## src/rtl/sha_pkg.sv

```systemverilog
// Shared constants and FSM state encoding for the SHA-256 message-block path.
package sha_pkg;
  localparam int WORD_BITS   = 32;
  localparam int BLOCK_WORDS = 16;

  typedef enum logic {
    FILL = 1'b0,
    HOLD = 1'b1
  } state_t;
endpackage

```

## src/rtl/mod_counter.sv

```systemverilog
// Free-running up counter with synchronous clear; wraps naturally at 2^WIDTH.
module mod_counter #(
  parameter int WIDTH = 4
) (
  input  logic             clk,
  input  logic             rst_n,
  input  logic             inc,
  input  logic             clr,
  output logic [WIDTH-1:0] cnt
);
  always_ff @(posedge clk or negedge rst_n) begin
    if (!rst_n)   cnt <= '0;
    else if (clr) cnt <= '0;
    else if (inc) cnt <= cnt + 1'b1;
  end
endmodule

```

## src/rtl/sha_block_deserializer.sv

```systemverilog
// Packs a stream of message words into one SHA-256 block (word 0 in the MSBs)
// and holds it in a single buffer until the scheduler takes it.
module sha_block_deserializer #(
  parameter int WORD_BITS = sha_pkg::WORD_BITS,
  parameter int WORDS     = sha_pkg::BLOCK_WORDS
) (
  input  logic                       clk,
  input  logic                       rst_n,
  input  logic [WORD_BITS-1:0]       in_word,
  input  logic                       in_valid,
  output logic                       in_ready,
  output logic [WORD_BITS*WORDS-1:0] out_block,
  output logic                       out_valid,
  input  logic                       out_ready,
  output logic [$clog2(WORDS)-1:0]   word_cnt
);
  import sha_pkg::*;

  localparam int CW = $clog2(WORDS);

  state_t               state;
  logic                 accept;
  logic                 last_word;
  logic [WORDS-1:0]     slot_we;
  logic [WORD_BITS-1:0] slot_q [WORDS];

  // Handshake outputs decode only from state, so no input reaches an output.
  assign in_ready  = (state == FILL);
  assign out_valid = (state == HOLD);
  assign accept    = in_valid & in_ready;
  assign last_word = (word_cnt == CW'(WORDS - 1));

  // WORDS is a power of two, so the natural wrap returns word_cnt to 0
  // on the same edge that completes the block.
  mod_counter #(.WIDTH(CW)) u_cnt (
    .clk   (clk),
    .rst_n (rst_n),
    .inc   (accept),
    .clr   (1'b0),
    .cnt   (word_cnt)
  );

  always_ff @(posedge clk or negedge rst_n) begin
    if (!rst_n) begin
      state <= FILL;
    end else begin
      case (state)
        FILL:    if (accept && last_word) state <= HOLD;
        HOLD:    if (out_ready)           state <= FILL;
        default:                          state <= FILL;
      endcase
    end
  end

  for (genvar k = 0; k < WORDS; k++) begin : g_slot
    assign slot_we[k] = accept && (word_cnt == CW'(k));

    always_ff @(posedge clk or negedge rst_n) begin
      if (!rst_n)          slot_q[k] <= '0;
      else if (slot_we[k]) slot_q[k] <= in_word;
    end

    assign out_block[WORD_BITS*(WORDS-k)-1 -: WORD_BITS] = slot_q[k];
  end
endmodule

```

## config.mk

```make
export PLATFORM = sky130hd
export DESIGN_NAME = sha_block_deserializer
export DESIGN_NICKNAME = d
export VERILOG_FILES = /design/src/rtl/sha_pkg.sv /design/src/rtl/mod_counter.sv /design/src/rtl/sha_block_deserializer.sv
export SDC_FILE = /design/constraint.sdc
export NUM_CORES = 1
export LEC_CHECK = 0
export CORE_AREA = 4 4 214 216
export CTS_CLUSTER_SIZE = 20
export DETAILED_ROUTE_END_ITERATION = 8
export DIE_AREA = 0 0 218 220
export DONT_BUFFER_PORTS = 1
export PLACE_DENSITY = 0.68
export SLEW_MARGIN = 20
export SYNTH_ARGS = -nofsm -noshare
export SYNTH_HDL_FRONTEND = slang
export SYNTH_SLANG_ARGS = --single-unit
```

## constraint.sdc

```tcl
create_clock -name clk -period 2.6 [get_ports clk]
set_input_delay 0.13 -clock clk [delete_from_list [all_inputs] [get_ports clk]]
set_output_delay 0.13 -clock clk [all_outputs]
set_load 0.05 [all_outputs]
```

==> results.ini, run 1 <==
[worst_setup_path]
path_class=register to register
critPathMaxFanout=17
cp_data_arrival_time_ps=2550
ff2ff_path_depth=4
rrSetupSlack_ps=510
cp-end-kind=register
timing.rr.start=u_cnt.cnt[2]
start_kind=register
required_ps=3060
r2r-end=out_block[19]

[synth]
ys_seq_elements=517
syn_area_per_cell_um2=16.9
yosys.area.top_type=dfrtp_1
synthTopCellsByCount=517 x dfrtp_1, 508 x mux2_2, 37 x buf_2
synth_flop_cell=dfrtp_1
synth.area.top_cells=dfrtp_1 67%, mux2_2 29%, buf_2 0.95%
synth-seq-area-share=0.666
netlist_area_um2=19400
yosysMostFrequentCell=dfrtp_1
yosysTopAreaCellShare=0.666
yosys_warnings=0
synth.distinct_cells=20
synth_nets=1189
async_reset_ff_frac=1.00
synthCells=1149
synth_edf_count=0

[global_route]
antenna_found_initial=1
grt_start_max_net_pins=518
grtUsageTotal=0.218
grt_pass1_vias=10800
grt_first_pass_wirelength_um=77200
grt-ovfl-total=0

[clock_network]
clock_tree.root_cell=clkbuf_16
cts_setup_buffers=0
post_cts_resized=0
htreeDepth=2
cts_buffers=52
clock_latency_ps=600
clock_sinks=517
tritoncts=yes
clk_pin_slew_worst_paths_ps=60
ctsHoldBuffers=34
cts_buffer_depth=3

[placement]
routabilityCongestion=0.765
dp_hpwl_um=35500
io_buffers=0

[sta]
rsz0062_at_grt=false
setup_tns_ps=0
whs_ps=-748
setup_viol=0
skew_ps=23.4
period_share=0.804
drv_slew=184
fin_crit_ps=2090
slew_headroom=-0.277
worst_slew_pin_slew_ps=1920
fmax_ghz=0.478
hold_viol_final=517

[run_status]
outcome=finished with violations
violations=negative hold slack, max-slew violations

[die]
coreArea_um2=43900
fp.dieH_um=220
dieWidth_um=218
dieArea_um2=48000
rows=77
initial_core_util=0.442
num_io_pins=554

[route]
drtPass1Iterations=4
vias=10100
ant_nets=0
viasPerCell=5.60
drt_iter0_markers=606
wl_um=54000
wl_per_cell_um=29.8
drc=0

[hold_path]
min_path_type=input pin to async pin

[flow_run]
cap_violations=0

[finish]
layout.nets=1221
synthToLayoutAreaGrowth_pct=14.2
diodes=0
drive_gt1_frac=0.519

## cells in the final DEF (no fill, tap or decap)
cell type / instances
and4b_2: 1
and4bb_2: 2
buf_12: 10
buf_4: 19
bufinv_16: 5
clkbuf_1: 11
clkbuf_16: 52
clkbuf_8: 11
clkinv_2: 8
clkinv_8: 1
dfrtp_1: 517
dlygate4sd3_1: 34
ha_1: 4
inv_1: 3
inv_16: 1
inv_6: 1
inv_8: 1
mux2_1: 4
mux2_2: 508
nand2_1: 2
nand2_2: 9
nand4_1: 4
nand4_4: 1
nand4b_1: 1
nor2b_1: 1
nor4b_4: 1
nor4bb_4: 1
o21ai_0: 2
xnor2_1: 3
## cell type report
class | instances | area [um2]
well taps | 592 | 741
inverters | 3 | 11.3
clock buffers | 74 | 1490
flip-flops and latches | 517 | 12900
repair buffers | 63 | 683
clock inverters | 17 | 246
fillers | 3665 | 21800
multi-input cells | 544 | 6060
## logic make-up (layout without fill, tap and decap cells)
logic type                 count (synthesis)  in the layout  share of synthesized area
buffers and inverters                     88            157                     0.0240
DFF                                      517            517                      0.666
muxes                                    512            512                      0.297
and+or+nand+nor                           23             23                    0.00838
AOI/OAI and AO/OA                          2              2                   0.000515
xor gates and xnor gates                   3              3                    0.00135
adders and majority gates                  4              4                    0.00258
## worst max-delay path: stages (launching register included)
cell and delay (ps):
dfrtp_1 520, buf_4 330, nand4_4 460, buf_12 340, mux2_2 280
## per-layer routing
metal	share of wire	wire [um]	up-vias	global-route usage
li1	-	-	4103	-
met1	0.37	19900	5516	0.255
met2	0.50	26800	435	0.367
met3	0.11	5990	73	0.0939
met4	0.024	1300	0	0.0647
met5	0	0	-	0
## through the flow
stage | setup WS (ps) | std cells | util | cell area (um2)
after floorplan | 533 | 1149 | - | 19400
after global placement | 605 | 1685 | 0.457 | 20100
after detailed placement | 531 | 1685 | 0.457 | 20100
after CTS | 497 | 1810 | 0.505 | 22200
after global routing | 422 | 1810 | 0.505 | 22200
final | 510 | 1810 | 0.505 | 22200
## sequential cells by signal (all words and copies together) (netlist names)
signal	cells
out_block	512
u_cnt.cnt	4
out_valid	1
## how the worst max path moves through the flow
stage / from / end
finish: u_cnt.cnt[2] / out_block[19]
global route: u_cnt.cnt[0] / out_block[428]
CTS: u_cnt.cnt[2] / out_block[19]
detailed placement: u_cnt.cnt[2] / out_block[19]
global placement: u_cnt.cnt[2] / out_block[16]
floorplan: u_cnt.cnt[0] / out_block[417]
Power of run 1 is not shown: default switching activity piles up to over one toggle a cycle in this logic, so the estimate is an artifact.
==> inputs of run 2 (changes only) <==
Clock period 2.6 ns to 2.2 ns, I/O delays scaled along.
==> run 2 against run 1 <==
  * The run still ends with negative hold slack, max-slew violations left
  * Fmax shrank 1.9%
  * Critical path type unchanged
  * Sequential share of layout area grew 0.22 points
  * Clock-buffer cell count fell by 3
  * Design area decreased by 0.37%
  * Sequential cell count unchanged
  * Clock skew fell by 9.1 ps
  * Non-clock buffer count up 5
  * Via count is 0.88% lower
  * Final cell count is essentially flat
  * Routed wire length fell by 1.0%
  * Register-to-register slack got worse by 440 ps
==> results.ini, run 2 (synthesized netlist as in run 1, its figures left out) <==
[worst_setup_path]
cp_slowest_cell=dfrtp_1  ; unchanged
cp_top_family=simple AND/OR/NAND/NOR gates  ; was buffers and inverters
r2r-end=out_block[56]  ; was out_block[19]
cp_data_arrival_time_ps=2600  ; was 2550 ps
timing.rr.start=out_valid  ; was u_cnt.cnt[2]
path_class=register to register  ; unchanged
ff2ff_path_depth=5  ; was 4
required_ps=2670  ; was 3060 ps
slowest_delay_ps=480  ; was 520 ps
worst-path-stages=5  ; was 4
crit_buf_inv=2  ; unchanged
cpMostUsedCell=buf_4
rrSetupSlack_ps=70  ; was 510 ps
crit_chain=nor2b_1, buf_4, nand4_1, buf_4, mux2_2  ; was buf_4, nand4_4, buf_12, mux2_2
critPathMaxFanout=10  ; was 17
cp-end-kind=register  ; unchanged
start_kind=register  ; unchanged

[clock_network]
clock_tree.root_cell=clkbuf_16  ; unchanged
clk_pin_slew_worst_paths_ps=60  ; about the same
tritoncts=yes  ; unchanged
clock_latency_ps=590  ; was 600 ps
cts_buffers=51  ; was 52
htreeDepth=2  ; unchanged
ctsHoldBuffers=34  ; unchanged
clock_sinks=517  ; unchanged
cts_buffer_depth=3  ; unchanged

[finish]
layout_common_cells=517 x dfrtp_1, 508 x mux2_2, 52 x clkbuf_16  ; unchanged
synthToLayoutAreaGrowth_pct=13.8  ; was 14.2%
num-fill-cells=3680  ; was 3665
largest_register_ffs=512  ; unchanged
final_cells=1809  ; was 1810
final_area_um2=22100  ; was 22200 um2
layout.nets=1225  ; was 1221
drive_gt1_frac=0.517  ; was 0.519
seq_area_um2=12900  ; unchanged
final_common_cell=dfrtp_1  ; unchanged
multi_input_area_um2=6060  ; unchanged

[route]
drt_iter0_markers=580  ; was 606
vias=10000  ; was 10100
wl_um=53400  ; was 54000 um
drc=0  ; unchanged
ant_nets=0  ; unchanged
drtPass1Iterations=6  ; was 4
wl_per_cell_um=29.5  ; was 29.8 um
viasPerCell=5.55  ; was 5.60

[placement]
dp_hpwl_um=35300  ; was 35500 um
place_inst=1690  ; was 1685
post_dp_cell_area_um2=20100  ; about the same
routabilityCongestion=0.755  ; was 0.765
io_buffers=0  ; unchanged
preCtsSetupSlack_ps=86.6  ; was 531 ps

[global_route]
grt-ovfl-total=0  ; unchanged
grt_start_max_net_pins=518  ; unchanged
grtUsageMet3=0.0953  ; was 0.0939
grt_pass1_vias=10800  ; about the same
grtUsageTotal=0.215  ; was 0.218
use_met2=0.362  ; was 0.367
grt_first_pass_wirelength_um=76700  ; was 77200 um
grt_use_met1=0.248  ; was 0.255
busiest_layer=met2  ; unchanged
antenna_found_initial=2  ; was 1

[flow_run]
cap_violations=0  ; unchanged

[sta]
hold_viol_final=517  ; unchanged
skew_ps=14.3  ; was 23.4 ps
setup_slack_ps=69.1  ; was 510 ps
whs_ps=-778  ; was -748 ps
period_share=0.969  ; was 0.804
setup_viol=0  ; unchanged
drv_slew=288  ; was 184
fin_crit_ps=2130  ; was 2090 ps
worst_slew_pin_slew_ps=2210  ; was 1920 ps
rsz0062_at_grt=false  ; unchanged
setup_tns_ps=0  ; unchanged
fmax_ghz=0.469  ; was 0.478 GHz
slew_headroom=-0.472  ; was -0.277

[die]
num_io_pins=554  ; unchanged
fp.dieH_um=220  ; unchanged
rows=77  ; unchanged
dieArea_um2=48000  ; unchanged
dieWidth_um=218  ; unchanged
initial_core_util=0.442  ; unchanged
coreArea_um2=43900  ; unchanged

[hold_path]
min_path_type=input pin to async pin  ; unchanged

[run_status]
outcome=finished with violations  ; unchanged
violations=negative hold slack, max-slew violations  ; unchanged

==> run 2: cell types whose count changed in the layout (fill, tap and decap cells not counted), sizes merged <==
cell	delta
buf	+5
bufinv	-2
clkbuf	-3
clkinv	-3
clkinvlp	+1
diode	+2
inv	-1
==> run 2: final cells by class <==
| cell class | count | area share |
|---|---|---|
| Sequential cell | 517 | 0.586 |
| Multi-Input combinational cell | 544 | 0.274 |
| Clock buffer | 71 | 0.0653 |
| Tap cell | 592 | 0.0335 |
| Timing Repair Buffer | 68 | 0.0332 |
| Clock inverter | 12 | 0.00725 |
| Inverter | 3 | 0.000510 |
| Antenna cell | 2 | 0.000227 |
==> run 2: timing repair <==
item | 4_1_cts | 5_1_grt
hold endpoints to repair | 1031 | 517
resized for setup | 0 | 0
setup buffers | 0 | 0
==> run 2: how the worst max path moves through the flow <==
stage | slack (ps) | start | endpoint
finish | 70 | out_valid | out_block[56]
global route | 4 | out_valid | out_block[57]
CTS | 70 | out_valid | out_block[56]
detailed placement | 90 | out_valid | out_block[53]
global placement | 120 | out_valid | out_block[57]
floorplan | 130 | u_cnt.cnt[0] | out_block[417]
==> run 2: worst reg2reg max path, delay by kind of cell, from the launching register on <==
kind,cells,cell delay [ps]
AND/OR/NAND/NOR,2,670
buffers and inverters,2,570
flip-flops,1,480
multiplexers,1,300
==> run 2: metrics by stage <==
step / utilization / hold WS, ps
floorplan: - / -186
global placement: 0.459 / -176
detailed placement: 0.459 / -177
CTS: 0.503 / -805
global route: 0.503 / -809
finish: 0.503 / -778
==> run 2: routing by layer <==
metal  routed length, um  part of all wire
met1               19600              0.37
met2               26500              0.50
met3                5790              0.11
met4                1580             0.030
met5                   0                 0
Power of run 2 is left out for the same reason.
==> inputs of run 3 (changes only) <==
Settings changed: PLACE_DENSITY 0.68 to not set, SYNTH_HIERARCHICAL set to 1.
==> run 3 against run 2 <==
  * Synthesized cell count is 0.52% higher
  * Die area unchanged
  * Utilization grew 0.69 points
  * Clock skew is 8.2 ps higher
  * Global-route usage up 0.50 points
  * The flow finishes with violations (negative hold slack)
  * First-iteration DRC count decreased by 17%
  * Register-to-register slack improved by 170 ps
  * Sequential share of layout area decreased by 0.80 points
  * Setup slack improved by 170 ps
  * Synthesized area up 0.16%
  * Sequential cell count unchanged
  * Critical endpoint is now out_valid
  * Final cell count increased by 1.4%
==> results.ini, run 3 <==
[synth]
synth_edf_count=0  ; unchanged
ys_seq_elements=517  ; unchanged
synth-seq-area-share=0.665  ; was 0.666
yosysMostFrequentCell=dfrtp_1  ; unchanged
synthAdderAreaFrac=0.000643  ; was 0.00258
yosys.area_share.simple=0.00978  ; was 0.00838
syn_area_per_cell_um2=16.8  ; was 16.9 um2
synth.area.top_cells=dfrtp_1 67%, mux2_2 26%, mux2_1 3.9%  ; was dfrtp_1 67%, mux2_2 29%, buf_2 0.95%
synth.area.mux_share=0.298  ; was 0.297
synth-xor-area-share=0.000450  ; was 0.00135
synth_compound_area_frac=0.00109  ; was 0.000515
synthCells=1155  ; was 1149
synthTopCellsByCount=517 x dfrtp_1, 445 x mux2_2, 67 x mux2_1  ; was 517 x dfrtp_1, 508 x mux2_2, 37 x buf_2
netlist_area_um2=19400  ; about the same
yosys.area.top_type=dfrtp_1  ; unchanged
synth_top_family_by_area=multiplexers  ; unchanged
yosysTopAreaCellShare=0.665  ; was 0.666
yosys_warnings=6  ; was 0
async_reset_ff_frac=1.00  ; unchanged
synth_flop_cell=dfrtp_1  ; unchanged
synth.distinct_cells=26  ; was 20

[finish]
final_common_cell=dfrtp_1  ; unchanged
layout_common_cells=517 x dfrtp_1, 445 x mux2_2, 67 x mux2_1  ; was 517 x dfrtp_1, 508 x mux2_2, 52 x clkbuf_16
layout.nets=1236  ; was 1225
final_cells=1835  ; was 1809
drive_gt1_frac=0.471  ; was 0.517
largest_register_ffs=512  ; unchanged
synthToLayoutAreaGrowth_pct=15.2  ; was 13.8%

[worst_setup_path]
rrSetupSlack_ps=240  ; was 70 ps
startpoint=out_valid  ; unchanged
timing.rr.start=out_valid  ; unchanged
r2r-end=out_valid  ; was out_block[56]
cp-end-kind=register  ; unchanged
required_ps=2670  ; about the same
cp_data_arrival_time_ps=2430  ; was 2600 ps
critPathMaxFanout=5  ; was 10
ff2ff_path_depth=4  ; was 5
path_class=register to register  ; unchanged
start_kind=register  ; unchanged

[global_route]
antenna_found_initial=2  ; unchanged
grtUsageTotal=0.220  ; was 0.215
grt_start_max_net_pins=518  ; unchanged
grt-ovfl-total=0  ; unchanged
grt_first_pass_wirelength_um=78200  ; was 76700 um
grt_pass1_vias=10700  ; was 10800

[power]
switching_share=0.340
clockPowerShare=0.366
ir_worst_vdd_mv=0.708
powerDensity_nw_per_um2=1150
pwr-share-comb=0.053
static-leakage-power_nw=11.2
internal-power_mw=17.0
switchingPower_mw=8.74
seq_power_share=0.581

[route]
vias=10100  ; was 10000
viasPerCell=5.48  ; was 5.55
drc=0  ; unchanged
wl_um=54200  ; was 53400 um
drtPass1Iterations=4  ; was 6
wl_per_cell_um=29.5  ; about the same
drt_iter0_markers=481  ; was 580
ant_nets=0  ; unchanged

[placement]
preCtsSetupSlack_ps=314  ; was 86.6 ps
routabilityCongestion=0.792  ; was 0.755
dp_hpwl_um=36400  ; was 35300 um
io_buffers=0  ; unchanged
place_inst=1700  ; was 1690

[clock_network]
ctsHoldBuffers=35  ; was 34
clock_latency_ps=590  ; about the same
clock_sinks=517  ; unchanged
tritoncts=yes  ; unchanged
cts_buffer_depth=3  ; unchanged
clk_pin_slew_worst_paths_ps=60  ; about the same
cts_buffers=54  ; was 51
clock_tree.root_cell=clkbuf_16  ; unchanged
htreeDepth=2  ; unchanged

[sta]
skew_ps=22.5  ; was 14.3 ps
drv_slew=0  ; was 288
slew_headroom=0.157  ; was -0.472
period_share=0.892  ; was 0.969
setup_viol=0  ; unchanged
fmax_ghz=0.510  ; was 0.469 GHz
worst_slew_pin_slew_ps=1260  ; was 2210 ps
whs_ps=-768  ; was -778 ps
setup_tns_ps=0  ; unchanged
rsz0062_at_grt=false  ; unchanged
setup_slack_ps=238  ; was 69.1 ps
fin_crit_ps=1960  ; was 2130 ps
hold_viol_final=517  ; unchanged

[hold_path]
min_path_type=input pin to async pin  ; unchanged

[flow_run]
cap_violations=0  ; unchanged

[die]
coreArea_um2=43900  ; unchanged
dieWidth_um=218  ; unchanged
num_io_pins=554  ; unchanged
rows=77  ; unchanged
dieArea_um2=48000  ; unchanged
initial_core_util=0.443  ; was 0.442
fp.dieH_um=220  ; unchanged

[run_status]
violations=negative hold slack  ; was negative hold slack, max-slew violations
outcome=finished with violations  ; unchanged

[run 3: layer usage]
layer  routed length, um  vias to the layer above  track usage  share of wire
li1                    -                     4157            -              -
met1               20300                     5416        0.262           0.37
met2               26500                      404        0.361           0.49
met3                6070                       84        0.103           0.11
met4                1360                        0       0.0628          0.025
met5                   0                        -            0              0
[run 3: worst max path at each step]
stage               slack, ps              to  cells past startpoint
global route              150       out_valid                      4
finish                    240       out_valid                      4
global placement          370  out_block[389]                      4
detailed placement        310  out_block[394]                      4
floorplan                 250   out_block[33]                      5
CTS                       210       out_valid                      4
[run 3: metrics by stage]
stage / area, um2 / power (mW) / util
floorplan: 19500 / 15.7 / -
global placement: 20200 / 16.2 / 0.459
detailed placement: 20200 / 16.3 / 0.459
CTS: 22400 / 26.0 / 0.510
global route: 22400 / 26.6 / 0.510
finish: 22400 / 25.7 / 0.510
[run 3: power by group through the flow]
| stage | logic [mW] | clock network, mW | registers [mW] |
|---|---|---|---|
| after CTS | 1.38 | 9.65 | 15.0 |
| final | 1.36 | 9.41 | 15.0 |
| after global routing | 1.51 | 10.1 | 15.1 |
| after global placement | 1.09 | 0 | 15.1 |
| after floorplan | 1.03 | 0 | 14.7 |
| after detailed placement | 1.15 | 0 | 15.1 |
[run 3: cell type report]
type	instances	area [um2]
fill	3705	21500
multi-input combinational	555	6110
inverter	1	3.75
clock buffer	84	1660
tap	592	741
antenna	2	5.00
clock inverter	14	205
timing repair buffer	70	738
sequential	517	12900
[run 3: cell families (layout without fill, tap and decap cells)]
| logic type | Yosys count | after routing |
|---|---|---|
| simple gates | 31 | 31 |
| fa+ha+maj | 1 | 1 |
| mux | 514 | 514 |
| flops | 517 | 517 |
| xor+xnor | 1 | 1 |
| buf+inv | 87 | 169 |
| other cells | 1 | 7 |
| compound gates | 3 | 3 |
[run 3: repair_timing]
| item | in CTS | in global routing |
|---|---|---|
| buffers inserted | 0 | 0 |
| gates resized for setup | 0 | 0 |
| hold endpoints to repair | 1033 | 517 |
[run 3: critical path, cell delays in order, from the launching register on]
cell           delay, ps
dfrtp_1              440
buf_4                240
inv_1                420
o22ai_1              160
dlygate4sd3_1        580
Power figures use the tool's default switching activity.
